File: config.mk
export PLATFORM = sky130hd
export DESIGN_NAME = spi_flash_cmd
export DESIGN_NICKNAME = d
export VERILOG_FILES = /design/src/rtl/spi_flash_pkg.sv /design/src/rtl/spi_byte_shifter.sv /design/src/rtl/spi_flash_cmd.sv
export SDC_FILE = /design/constraint.sdc
export NUM_CORES = 1
export LEC_CHECK = 0
export BUFFER_PORTS_ARGS = -buffer_cell sky130_fd_sc_hd__buf_2
export CORE_UTILIZATION = 58
export CTS_BUF_LIST = sky130_fd_sc_hd__clkbuf_16
export DETAILED_ROUTE_END_ITERATION = 8
export GPL_ROUTABILITY_DRIVEN = 0
export PLACE_DENSITY = 0.76
export REMOVE_ABC_BUFFERS = 1
export SYNTH_ARGS = -nofsm -noshare
export SYNTH_HDL_FRONTEND = slang
export SYNTH_SLANG_ARGS = --single-unit
File: constraint.sdc
create_clock -name clk -period 2.55 [get_ports clk]
set_clock_uncertainty 0.1 [all_clocks]
set_input_delay 0.51 -clock clk [delete_from_list [all_inputs] [get_ports clk]]
set_output_delay 0.51 -clock clk [all_outputs]
set_load 0.05 [all_outputs]
File: src/rtl/spi_flash_pkg.sv
// Shared definitions for the SPI flash command engine.
// Holds flash opcode constants, the sequencer state encoding and address sizing.
package spi_flash_pkg;

   // Flash opcodes
   localparam logic [7:0] OP_RDID      = 8'h9F;
   localparam logic [7:0] OP_READ      = 8'h03;
   localparam logic [7:0] OP_FAST_READ = 8'h0B;
   localparam logic [7:0] OP_RDSR      = 8'h05;
   localparam logic [7:0] OP_WREN      = 8'h06;

   localparam int unsigned MAX_ADDR_BYTES = 3;
   localparam int unsigned ADDR_W         = 8 * MAX_ADDR_BYTES;

   typedef enum logic [2:0] {
      ST_IDLE,
      ST_CS_SETUP,
      ST_SEND_OP,
      ST_SEND_ADDR,
      ST_DUMMY,
      ST_READ,
      ST_CS_HOLD,
      ST_CS_GAP
   } state_e;

endpackage

File: src/rtl/spi_byte_shifter.sv
// Bit-level SPI mode-0 engine: transfers one byte per load, MSB-first.
// Each bit is CLK_DIV clk cycles with sclk low, then CLK_DIV cycles high.
// Ports: clk, reset (sync, active-high), load/tx_byte (start a byte),
//        miso in; sclk/mosi (registered), byte_done_c (last cycle of byte),
//        rx_valid_c/rx_byte_c (8th sample edge and assembled byte).
module spi_byte_shifter #(
   parameter int unsigned CLK_DIV = 2
) (
   input  logic       clk,
   input  logic       reset,
   input  logic       load,
   input  logic [7:0] tx_byte,
   input  logic       miso,
   output logic       sclk,
   output logic       mosi,
   output logic       byte_done_c,
   output logic       rx_valid_c,
   output logic [7:0] rx_byte_c
);

   localparam int unsigned DIV_W = 8;

   logic             active;
   logic [DIV_W-1:0] div_cnt;
   logic [2:0]       bit_cnt;
   logic [6:0]       tx_sr;
   logic [6:0]       rx_sr;
   logic             half_end_c;

   assign half_end_c  = active && (div_cnt == DIV_W'(CLK_DIV - 1));
   assign byte_done_c = half_end_c && sclk && (bit_cnt == 3'd7);
   // The 8th sample edge: the byte is complete including the current miso bit.
   assign rx_valid_c  = half_end_c && !sclk && (bit_cnt == 3'd7);
   assign rx_byte_c   = {rx_sr, miso};

   // Half-period counter, clock generation and shift registers
   always_ff @(posedge clk) begin
      if (reset) begin
         active  <= 1'b0;
         div_cnt <= '0;
         bit_cnt <= '0;
         tx_sr   <= '0;
         rx_sr   <= '0;
         sclk    <= 1'b0;
         mosi    <= 1'b0;
      end else if (load) begin
         // Load wins over the final half-period so bytes run back to back.
         active  <= 1'b1;
         div_cnt <= '0;
         bit_cnt <= '0;
         sclk    <= 1'b0;
         mosi    <= tx_byte[7];
         tx_sr   <= tx_byte[6:0];
      end else if (half_end_c) begin
         div_cnt <= '0;
         if (!sclk) begin
            sclk  <= 1'b1;
            rx_sr <= rx_byte_c[6:0];
         end else begin
            sclk <= 1'b0;
            if (bit_cnt == 3'd7) begin
               active <= 1'b0;
               mosi   <= 1'b0;
            end else begin
               bit_cnt <= bit_cnt + 3'd1;
               mosi    <= tx_sr[6];
               tx_sr   <= {tx_sr[5:0], 1'b0};
            end
         end
      end else if (active) begin
         div_cnt <= div_cnt + DIV_W'(1);
      end
   end

endmodule

File: src/rtl/spi_flash_cmd.sv
// SPI mode-0 command engine for serial flash: opcode, 0-3 address bytes,
// optional dummy byte, then 0..MAX_RD_BYTES read bytes streamed out.
// Optional feature macro: SPI_FAST_READ_EN adds the dummy_en input and DUMMY state.
// Ports: clk, reset (sync, active-high), start/opcode/addr/addr_bytes/rd_len
//        (request, latched on accept), busy, done, rd_data, rd_valid,
//        SPICLK, SPIMOSI, SPIMISO, chip_select (active low).
module spi_flash_cmd
   import spi_flash_pkg::*;
#(
   parameter int unsigned CLK_DIV      = 2,
   parameter int unsigned MAX_RD_BYTES = 16,
   parameter int unsigned LEN_W        = 5
) (
   input  logic              clk,
   input  logic              reset,
   input  logic              start,
   input  logic [7:0]        opcode,
   input  logic [ADDR_W-1:0] addr,
   input  logic [1:0]        addr_bytes,
   input  logic [LEN_W-1:0]  rd_len,
`ifdef SPI_FAST_READ_EN
   input  logic              dummy_en,
`endif
   output logic              busy,
   output logic              done,
   output logic [7:0]        rd_data,
   output logic              rd_valid,
   output logic              SPICLK,
   output logic              SPIMOSI,
   input  logic              SPIMISO,
   output logic              chip_select
);

   localparam int unsigned CNT_W = 8;

   state_e             state, next_state;
   logic [7:0]         op_q;
   logic [ADDR_W-1:0]  addr_sr;
   logic [1:0]         addr_left;
   logic [LEN_W-1:0]   len_left;
   logic               dummy_q;
   logic [CNT_W-1:0]   cnt;

   logic               accept_c, cnt_end_c;
   logic               load_c, addr_load_c, read_load_c;
   logic [7:0]         tx_byte_c;
   logic               byte_done_c, rx_valid_c;
   logic [7:0]         rx_byte_c;

   // A start coinciding with the done pulse is ignored.
   assign accept_c  = (state == ST_IDLE) && start && !done;
   assign cnt_end_c = (cnt == CNT_W'(CLK_DIV - 1));

`ifdef SPI_FAST_READ_EN
   // Dummy-byte request latched with the transaction
   always_ff @(posedge clk) begin
      if (reset)         dummy_q <= 1'b0;
      else if (accept_c) dummy_q <= dummy_en;
   end
`else
   assign dummy_q = 1'b0;
`endif

   spi_byte_shifter #(.CLK_DIV(CLK_DIV)) u_shifter (
      .clk         (clk),
      .reset       (reset),
      .load        (load_c),
      .tx_byte     (tx_byte_c),
      .miso        (SPIMISO),
      .sclk        (SPICLK),
      .mosi        (SPIMOSI),
      .byte_done_c (byte_done_c),
      .rx_valid_c  (rx_valid_c),
      .rx_byte_c   (rx_byte_c)
   );

   // State register
   always_ff @(posedge clk) begin
      if (reset) state <= ST_IDLE;
      else       state <= next_state;
   end

   // Byte sequencing: decides the next byte to load at each byte boundary
   always_comb begin
      next_state  = state;
      load_c      = 1'b0;
      tx_byte_c   = 8'h00;
      addr_load_c = 1'b0;
      read_load_c = 1'b0;
      unique case (state)
         ST_IDLE: begin
            if (accept_c) next_state = ST_CS_SETUP;
         end
         ST_CS_SETUP: begin
            if (cnt_end_c) begin
               next_state = ST_SEND_OP;
               load_c     = 1'b1;
               tx_byte_c  = op_q;
            end
         end
         ST_SEND_OP, ST_SEND_ADDR: begin
            if (byte_done_c) begin
               if (addr_left != 2'd0) begin
                  next_state  = ST_SEND_ADDR;
                  load_c      = 1'b1;
                  tx_byte_c   = addr_sr[ADDR_W-1 -: 8];
                  addr_load_c = 1'b1;
               end else if (dummy_q) begin
                  next_state = ST_DUMMY;
                  load_c     = 1'b1;
               end else if (len_left != '0) begin
                  next_state  = ST_READ;
                  load_c      = 1'b1;
                  read_load_c = 1'b1;
               end else begin
                  next_state = ST_CS_HOLD;
               end
            end
         end
         ST_DUMMY, ST_READ: begin
            if (byte_done_c) begin
               if (len_left != '0) begin
                  next_state  = ST_READ;
                  load_c      = 1'b1;
                  read_load_c = 1'b1;
               end else begin
                  next_state = ST_CS_HOLD;
               end
            end
         end
         ST_CS_HOLD: begin
            if (cnt_end_c) next_state = ST_CS_GAP;
         end
         ST_CS_GAP: begin
            if (cnt_end_c) next_state = ST_IDLE;
         end
         default: next_state = ST_IDLE;
      endcase
   end

   // Request latching, phase counter and registered outputs
   always_ff @(posedge clk) begin
      if (reset) begin
         op_q        <= '0;
         addr_sr     <= '0;
         addr_left   <= '0;
         len_left    <= '0;
         cnt         <= '0;
         busy        <= 1'b0;
         done        <= 1'b0;
         rd_data     <= '0;
         rd_valid    <= 1'b0;
         chip_select <= 1'b1;
      end else begin
         cnt         <= (next_state != state) ? '0 : cnt + CNT_W'(1);
         busy        <= (next_state != ST_IDLE);
         done        <= (state == ST_CS_GAP) && cnt_end_c;
         chip_select <= (next_state == ST_IDLE) || (next_state == ST_CS_GAP);
         rd_valid    <= rx_valid_c && (state == ST_READ);
         if (rx_valid_c && (state == ST_READ)) rd_data <= rx_byte_c;

         if (accept_c) begin
            op_q      <= opcode;
            addr_left <= addr_bytes;
            len_left  <= (rd_len > LEN_W'(MAX_RD_BYTES)) ? LEN_W'(MAX_RD_BYTES) : rd_len;
            // Left-align the bytes to send so they leave from the top.
            unique case (addr_bytes)
               2'd1:    addr_sr <= {addr[7:0], 16'h0000};
               2'd2:    addr_sr <= {addr[15:0], 8'h00};
               default: addr_sr <= addr;
            endcase
         end
         if (addr_load_c) begin
            addr_sr   <= {addr_sr[ADDR_W-9:0], 8'h00};
            addr_left <= addr_left - 2'd1;
         end
         if (read_load_c) len_left <= len_left - LEN_W'(1);
      end
   end

endmodule

Word-level counts from Yosys, hierarchy flattened
Cells that the tools add are included.

cells by class
  $add $sub $neg = 5
  $lt $le $gt $ge = 1
  equality and inequality tests = 15
  mux-type cells = 46
  bitwise gates (word level) = 3
  reductions and logical operators = 33

operators with widths
  kind                   number
  $mux W24               2
  $pmux W24 S2           1
  $mux W7                4
  $mux W8                3
  $mux W3                7
  $mux W1                19
  $eq A3 B3 Y1 const B   6
  $pmux W3 S6            1
  $add A8 B1 Y8 const B  2
  $eq A8 B1 Y1 const B   2
  $pmux W8 S2            1
  $mux W5                3
  $reduce_and A3 Y1      4
  $reduce_bool A2 Y1     6
  $reduce_or A2 Y1       5
  $logic_and A1 B1 Y1    9
  $eq A3 B2 Y1 const B   2
  $logic_not A3 Y1       2
  $mux W2                3
  $gt A5 B5 Y1 const B   1
  $reduce_bool A5 Y1     1
  $sub A5 B1 Y5 const B  1
  $add A3 B1 Y3 const B  1
  $eq A3 B1 Y1 const B   1
  other kinds (13)       16

word-level totals
  register bits = 90
  bits of input ports = 43
  word-level logic and storage cells = 122

Longest topological paths before layout
Gate-level depths: netlist (run 1).

  depth after elaboration = 8
  depth in mapped cells = 9
  depth with buffers taken out = 7

Hierarchy
Synthesis (run 1) repeated with hierarchy kept, for this count alone.

second synthesis, totals
  cells, all modules = 534
  area, all modules = 4530.6 um^2

modules (own cells, without submodules)
  module            instances  cells an instance  area each (um^2)  seq. area each (um^2)
  spi_flash_cmd     1          378                3159.3            1241.2
  spi_byte_shifter  1          156                1371.3            560.5

Worst setup path after synthesis (run 1)
Ideal clock, no wire load.

  kind = register to register
  start point = register u_shifter.sclk
  end point = register cnt[2]
  setup time = 0.142 ns
  data arrival time = 1.971 ns
  slack = 0.337 ns
  cell stages (with the launch flop) = 8
  path buffers = 2
  cells stage by stage = dfxtp_1 > clkbuf_1 > and2_1 > and3_1 > clkbuf_1 > o21ai_0 > a31oi_1 > nor4_1

between the ends
  cells in the longest elaborated chain, start to end = 6
  elaborated cells on any way between the ends = 7
  those cells by class = eq/ne: 1; mux: 3; reduce/logical: 3

ends and longest elaborated chain
  element                              line                                        RTL
  start: declaration                   spi_byte_shifter.sv:14                      output logic sclk,
  start signal: assignment             spi_byte_shifter.sv:44                      sclk <= 1'b0;
  start signal: assignment             spi_byte_shifter.sv:51                      sclk <= 1'b0;
  start signal: assignment             spi_byte_shifter.sv:57                      sclk <= 1'b1;
  $logic_and A1 B1 Y1 * (2 in a row)   spi_byte_shifter.sv:31                      assign byte_done_c = half_end_c && sclk && (bit_cnt == 3'd7);
  $mux W3, on equally long branches    spi_flash_cmd.sv:121, spi_flash_cmd.sv:102
  $pmux W3 S6 *                        spi_flash_cmd.sv:90                         unique case (state)
  $ne A3 B3 Y1 *                       spi_flash_cmd.sv:155                        cnt <= (next_state != state) ? '0 : cnt + CNT_W'(1);
  $reduce_or A2 Y1 (no source line) *  n/a
  end signal: assignment               spi_flash_cmd.sv:155
  end: declaration                     spi_flash_cmd.sv:42                         logic [CNT_W-1:0] cnt;

Every way passes the cells marked *; elsewhere a longest branch is shown, timed or not.
A chain may end at the register's enable or synchronous reset.

Worst setup path after layout (run 1)
  start point = register u_shifter.bit_cnt[0]
  end point = register u_shifter.tx_sr[4]

between the ends
  cells in the longest elaborated chain, start to end = 6
  elaborated cells on any way between the ends = 12
  those cells by class = eq/ne: 2; mux: 6; reduce/logical: 4

ends and longest elaborated chain
  element                                                              line                                            RTL
  start: declaration                                                   spi_byte_shifter.sv:25                          logic [2:0] bit_cnt;
  start signal: assignment                                             spi_byte_shifter.sv:65                          bit_cnt <= bit_cnt + 3'd1;
  $eq A3 B3 Y1 *                                                       spi_byte_shifter.sv:31, spi_byte_shifter.sv:61
  $logic_and A1 B1 Y1                                                  spi_byte_shifter.sv:31
  $mux W1, on equally long branches                                    spi_flash_cmd.sv:121, spi_flash_cmd.sv:102
  $pmux W1 S3                                                          spi_flash_cmd.sv:90
  $ne A2 B2 Y1 (no source line) or $reduce_bool A2 Y1 (tied branches)  n/a
  $reduce_and A3 Y1 (no source line)                                   n/a
  end signal: assignment                                               spi_byte_shifter.sv:53                          tx_sr <= tx_byte[6:0];
  end signal: assignment                                               spi_byte_shifter.sv:67                          tx_sr <= {tx_sr[5:0], 1'b0};
  end: declaration                                                     spi_byte_shifter.sv:26                          logic [6:0] tx_sr;

Marked as above.

==> out/results.ini, run 1 <==
[cells_and_area]
area_growth_pct = 14.3
nFillCells = 574
design_area_um2 = 5080
fin_util_pct = 69.3
n_antenna_cell = 0
drive_gt1_share_pct = 19.9
multi_input_area_um2 = 2420
seqCellArea_um2 = 1800
nets = 606
layoutNonFillerInstCount = 656

[global_routing]
grt_max_degree = 62
overflow = 0
grt_first_pass_wirelength_um = 16300
grt_pass1_vias = 3592
antenna_found_initial = 0
globalRouteTotalUtil_pct = 26.3

[clocking]
cts_root_buffer = clkbuf_16
postCtsSetupRepairBufs = 0
clock_latency_ps = 340
htree_levels = 3
numCtsBuffers = 9
clk_pin_slew_ps = 60
clock-sinks = 90
cts_hold_buf = 0
cts_tree = done
cts_buffer_depth = 2

[place]
dp_hpwl_um = 6890
postPlaceCellArea_um2 = 4800
port_buffers = 56
dp_cells = 640

[critical_path]
worstPathCellList = ha_1 -> ha_1 -> nand4b_1 -> a2111oi_4 -> nor3_4 -> o21ai_0 -> a221oi_2
cpMaxStageDelayCell = nor3_4
timing.rr.start = u_shifter.bit_cnt[0]
crit_type = flip-flop to flip-flop
path_buf_inv = 0
arrival_ps = 2530
crit_top_cell = ha_1
cpPeakStageDelay_ps = 510
crit_family = simple AND/OR/NAND/NOR gates
critPathLaunchType = flip-flop
required_ps = 2700
reg2reg_setup_slack_ps = 160
reg2reg_depth = 7
crit_path_max_fanout = 14
timing.rr.end = u_shifter.tx_sr[4]
crit_path_end_kind = flip-flop

[synth]
synth_top_area_share_pct = 40.6
synth.area.mux_share_pct = 4.06
async_flop_share_pct = 0
synth_top_area_cell = dfxtp_1
synthFlopType = dfxtp_1
ys_seq_area_share_pct = 40.6
ys_top_cells_by_area = dfxtp_1 41%, nand2_1 6.1%, mux2i_1 4.1%
syn_area_um2 = 4440
synthAdderAreaFrac_pct = 3.10
synth_edf_count = 0
synth-compound-area-share_pct = 20.1
syn_avg_cell_area_um2 = 8.71
synthDistinctLibCells = 53
synth_top_family_by_area = simple AND/OR/NAND/NOR gates
synth_seq_cells = 90
synth-xor-area-share_pct = 3.15
yosysWarnings = 0
post_synth_inst_count = 510
yosys.area_share.simple_pct = 23.7

[route]
post-route-drc-count = 0
vias_per_cell = 5.95
via_count = 3904
dr.pass1.iters = 4
antenna_left = 0
wl_per_cell_um = 15.3
drtIter0Drc = 145
wl_um = 10000

[worst_hold_path]
whs_endpoint = op_q[0]
worstHoldPathCells = 3
hold_path.class = input pin to flip-flop
min_from = opcode[0]

[sta]
holdWs_ps = 308
final-max-slew-violation-count = 0
hold_viol = 0
fmax_mhz = 419
fin_crit_ps = 2390
rsz0062_at_grt = no
setup_viol = 0
fin_crit_sh_pct = 93.6
worstMarginPinSlew_ps = 614
slew_headroom_pct = 59.0

[power_and_ir_drop]
p_seq_share_pct = 46.8
vdd_drop_max_v = 0.000430
power.internal_w = 0.00236
clkPwrFrac_pct = 37.5
cellLeakagePower_nw = 1.93
p_per_area_nw_per_um2 = 650
finalPower_w = 0.00330
switching_share_pct = 28.5
comb_power_share_pct = 15.7
p_switching_w = 0.000941

[floorplanning]
die_width_um = 89.5
die_h_um = 89.5
io_pins = 57
fp.coreArea_um2 = 7330
initial_utilization_pct = 60.6
row_count = 31
fp.dieArea_um2 = 8010

[job]
maxCapViolCount = 0

[status]
status = complete, no violations

==> repair_timing <==
action,4_1_cts,5_1_grt
endpoints found under the hold margin,0,0
setup endpoints to repair,6,0
resized for setup,1,0
==> power groups by stage <==
stage               clock network (W)  registers (W)  logic (W)
floorplan                           0        0.00158   0.000321
global placement                    0        0.00157   0.000499
detailed placement                  0        0.00157   0.000514
CTS                           0.00125        0.00154   0.000518
global route                  0.00131        0.00155   0.000574
finish                        0.00124        0.00154   0.000519
==> through the flow <==
stage               worst slack, ps  setup TNS [ps]
finish                          163               0
global placement                117               0
detailed placement             -127            -373
floorplan                      -220           -1830
global route                   2.85               0
CTS                             134               0
==> state kept, by name, summed over array words and instances, names as in the netlist <==
signal	count
u_shifter.sclk	1
len_left	5
done	1
addr_left	2
busy	1
addr_sr	24
u_shifter.mosi	1
rd_data	8
op_q	8
u_shifter.bit_cnt	3
rd_valid	1
u_shifter.div_cnt	8
u_shifter.rx_sr	7
u_shifter.tx_sr	7
cnt	8
chip_select	1
u_shifter.active	1
state	3
==> placed cells by master (no fill, tap or decap), types with 9 or more instances in the layout <==
master / instances
dfxtp_1: 90
nand3_1: 18
a22oi_1: 18
buf_4: 13
nand2_1: 72
a311oi_1: 9
mux2i_1: 18
buf_2: 56
a21oi_1: 35
inv_1: 11
nor2_1: 44
clkbuf_16: 9
xor2_1: 10
o21ai_0: 21
o211ai_1: 9
nor4_1: 11
ha_1: 11
==> worst register-to-register path: cells and delay by family (launching register included) <==
kind                       cells  cell delay, ps
DFF                            1             330
adders and majority gates      2             470
AOI/OAI and AO/OA              3             650
and+or+nand+nor                2             750
==> synth_stat cells, types with 2 or more instances <==
cell type / count
xnor2_1: 6
o21ai_0: 21
nand4b_1: 2
or3_1: 4
buf_6: 2
nor2b_1: 3
nand2_1: 72
a31oi_1: 5
nand4_1: 3
a221oi_2: 6
and3_1: 5
nand3_1: 18
a22oi_1: 18
nand2b_1: 5
a311oi_1: 9
o211ai_1: 9
nor4_1: 12
nand3b_1: 4
nor2_1: 44
mux2i_1: 18
ha_1: 11
clkbuf_1: 24
nor4b_4: 3
a221o_1: 7
a21oi_1: 35
or4b_4: 3
a211oi_1: 6
dfxtp_1: 90
nor3_2: 3
buf_2: 8
o22ai_1: 2
nor3_1: 8
buf_4: 5
xor2_1: 10
inv_1: 11
==> kinds of logic after synthesis <==
| group | after synthesis |
|---|---|
| compound gates | 125 |
| xor+xnor | 16 |
| fa+ha+maj | 11 |
| buf+inv | 51 |
| flops | 90 |
| mux | 18 |
| simple gates | 199 |
==> layout make-up <==
| type | instances | share of cell area, % |
|---|---|---|
| Multi-Input combinational cell | 369 | 47.6 |
| Clock inverter | 7 | 1.01 |
| Tap cell | 99 | 2.44 |
| Timing Repair Buffer | 71 | 8.23 |
| Sequential cell | 90 | 35.5 |
| Inverter | 11 | 0.813 |
| Clock buffer | 9 | 4.43 |
==> worst max path at each step <==
stage	slack [ps]	startpoint	endpoint	cells after the start
CTS	130	u_shifter.bit_cnt[0]	u_shifter.tx_sr[4]	7
global route	3	u_shifter.bit_cnt[0]	u_shifter.tx_sr[2]	7
floorplan	-220	u_shifter.div_cnt[0]	rd_data[0]	6
global placement	120	u_shifter.bit_cnt[0]	u_shifter.tx_sr[4]	7
finish	160	u_shifter.bit_cnt[0]	u_shifter.tx_sr[4]	7
detailed placement	-130	u_shifter.bit_cnt[0]	u_shifter.tx_sr[4]	7
==> per-layer routing <==
metal  track usage [%]  up-vias  wire [um]
met4              10.2        0        136
li1                  -     1925          -
met1              33.6     1844       4520
met3              5.36       14        525
met5                 0        -          0
met2              43.9      121       4860
No activity file was read; power rests on OpenSTA's default activity.
==> run 2, diff against run 1 <==
Clock period 2.55 ns to 2.48 ns, I/O delays scaled along.
==> run 2 against run 1 <==
Compared with the run above: global-route usage grew 1.0 points; power grew 9.7%; combinational power grew 4.4%; largest power group unchanged.
==> out/results.ini, run 2 (synthesis gave the netlist of run 1 again) <==
[clocking]
clock-sinks = 90  ; unchanged
clk_pin_slew_ps = 70  ; about the same
cts_hold_buf = 0  ; unchanged
cts_buffer_depth = 2  ; unchanged
htree_levels = 3  ; unchanged
clock_latency_ps = 340  ; about the same
numCtsBuffers = 9  ; unchanged
cts_tree = done
cts_root_buffer = clkbuf_16

[global_routing]
grt_pass1_vias = 3684  ; +2.6%
overflow = 0  ; unchanged
grt_max_degree = 41  ; -34%
globalRouteTotalUtil_pct = 27.3  ; +1.0 points
antenna_found_initial = 0  ; unchanged
grt_first_pass_wirelength_um = 16800  ; +2.8%

[floorplanning]
die_h_um = 89.5  ; unchanged
fp.dieArea_um2 = 8010  ; unchanged
fp.coreArea_um2 = 7330  ; unchanged
io_pins = 57  ; unchanged
row_count = 31  ; unchanged
initial_utilization_pct = 60.6  ; unchanged
die_width_um = 89.5  ; unchanged

[critical_path]
arrival_ps = 2460  ; -70 ps
crit_path_end_kind = flip-flop
crit_path_max_fanout = 14  ; unchanged
timing.rr.start = u_shifter.bit_cnt[0]
cpPeakStageDelay_ps = 520  ; about the same
reg2reg_depth = 7  ; unchanged
worstPathCellList = ha_1 -> ha_1 -> nand4b_1 -> a2111oi_4 -> nor3_4 -> o21ai_0 -> a221oi_2
crit_type = flip-flop to flip-flop
crit_family = simple AND/OR/NAND/NOR gates
crit_top_cell = ha_1
required_ps = 2630  ; -70 ps
reg2reg_setup_slack_ps = 170  ; about the same
path_buf_inv = 0  ; unchanged
critPathLaunchType = flip-flop
cpMaxStageDelayCell = nor3_4
timing.rr.end = u_shifter.tx_sr[1]

[place]
dp_hpwl_um = 7050  ; +2.2%
postPlaceCellArea_um2 = 4820  ; +0.42%
port_buffers = 56  ; unchanged

[worst_hold_path]
min_from = opcode[3]
worstHoldPathCells = 3  ; unchanged
hold_path.class = input pin to flip-flop
whs_endpoint = op_q[3]

[cells_and_area]
multi_input_area_um2 = 2420  ; +0.26%
largest_reg_flops = 24  ; unchanged
nFillCells = 590  ; +2.8%
drive_gt1_share_pct = 21.3  ; +1.3 points
layout_commonest_cell = dfxtp_1
area_growth_pct = 16.3
n_antenna_cell = 0  ; unchanged
final_cell_mix = 90 x dfxtp_1, 72 x nand2_1, 56 x buf_2
nets = 613  ; +1.2%
design_area_um2 = 5170  ; +1.7%
top_register = addr_sr
seqCellArea_um2 = 1800  ; unchanged

[route]
wl_per_cell_um = 15.2  ; -0.51%
antenna_left = 0  ; unchanged
drtIter0Drc = 179  ; +23%
via_count = 3911  ; +0.18%
wl_met2_um = 4990  ; +2.5%
dr_wl_met3_um = 479  ; -8.8%
vias_per_cell = 5.90  ; -0.88%
post-route-drc-count = 0  ; unchanged
routed.top_layer = met4
wl_met1_um = 4540  ; +0.46%
wl_um = 10100  ; +0.55%
dr.pass1.iters = 4  ; unchanged

[sta]
fin_crit_sh_pct = 93.3  ; -0.32 points
final-max-slew-violation-count = 0  ; unchanged
rsz0062_at_grt = no
slew_headroom_pct = 61.4  ; +2.4 points
hold_viol = 0  ; unchanged
setup_viol = 0  ; unchanged
worstMarginPinSlew_ps = 578  ; -36.9 ps
fmax_mhz = 432  ; +3.2%
fin_crit_ps = 2310  ; -73.5 ps

[job]
maxCapViolCount = 0  ; unchanged

[power_and_ir_drop]
vdd_drop_max_v = 0.000420  ; -2.2%
p_per_area_nw_per_um2 = 701  ; +7.9%
finalPower_w = 0.00362  ; +9.7%
cellLeakagePower_nw = 1.99  ; +3.0%

[status]
status = complete, no violations

==> run 2: area by class of cell <==
cell class | count | share of cell area (%)
Multi-Input combinational cell | 369 | 46.9
Sequential cell | 90 | 34.9
Timing Repair Buffer | 78 | 8.62
Clock buffer | 9 | 4.36
Tap cell | 99 | 2.40
Clock inverter | 7 | 2.03
Inverter | 11 | 0.799
==> run 2: worst max path at each step <==
stage	startpoint	end	slack, ps	depth (start not counted)
after floorplan	u_shifter.div_cnt[0]	rd_data[0]	-290	6
after global placement	len_left[0]	u_shifter.tx_sr[3]	70	7
after detailed placement	len_left[0]	u_shifter.tx_sr[1]	-100	7
after CTS	u_shifter.bit_cnt[0]	u_shifter.tx_sr[1]	150	7
after global routing	u_shifter.div_cnt[0]	addr_sr[1]	20	6
final	u_shifter.bit_cnt[0]	u_shifter.tx_sr[1]	170	7
==> run 2: power by group <==
group          total [W]  switching [W]  internal, W
registers        0.00158      0.0000588      0.00152
logic           0.000542       0.000324     0.000218
clock network    0.00150       0.000595     0.000902
==> run 2: metrics by stage <==
step	setup TNS [ps]	cells	setup slack [ps]	hold slack, ps	utilization, %
5_1_grt	0	663	22.8	291	70.5
3_5_place_dp	-376	646	-97.1	346	65.7
4_1_cts	0	662	152	282	70.3
6_report	0	663	167	289	70.5
2_1_floorplan	-2600	470	-290	326	-
3_3_place_gp	0	646	73.9	342	65.7
==> run 2: per-layer routing <==
| metal | vias up | global-route usage (%) |
|---|---|---|
| met4 | 0 | 8.23 |
| met5 | - | 0 |
| li1 | 1943 | - |
| met2 | 105 | 45.8 |
| met3 | 11 | 7.29 |
| met1 | 1852 | 34.5 |
==> run 2: repair_timing <==
action | CTS | global route
resized for setup | 1 | 1
setup endpoints to repair | 6 | 1
buffers inserted | 0 | 1
==> run 2: worst min-delay path: cells and delay by family <==
family / cells / cell delay (ps)
buffers and inverters: 1 / 90
and+or+nand+nor: 1 / 50
AOI/OAI and AO/OA: 1 / 50
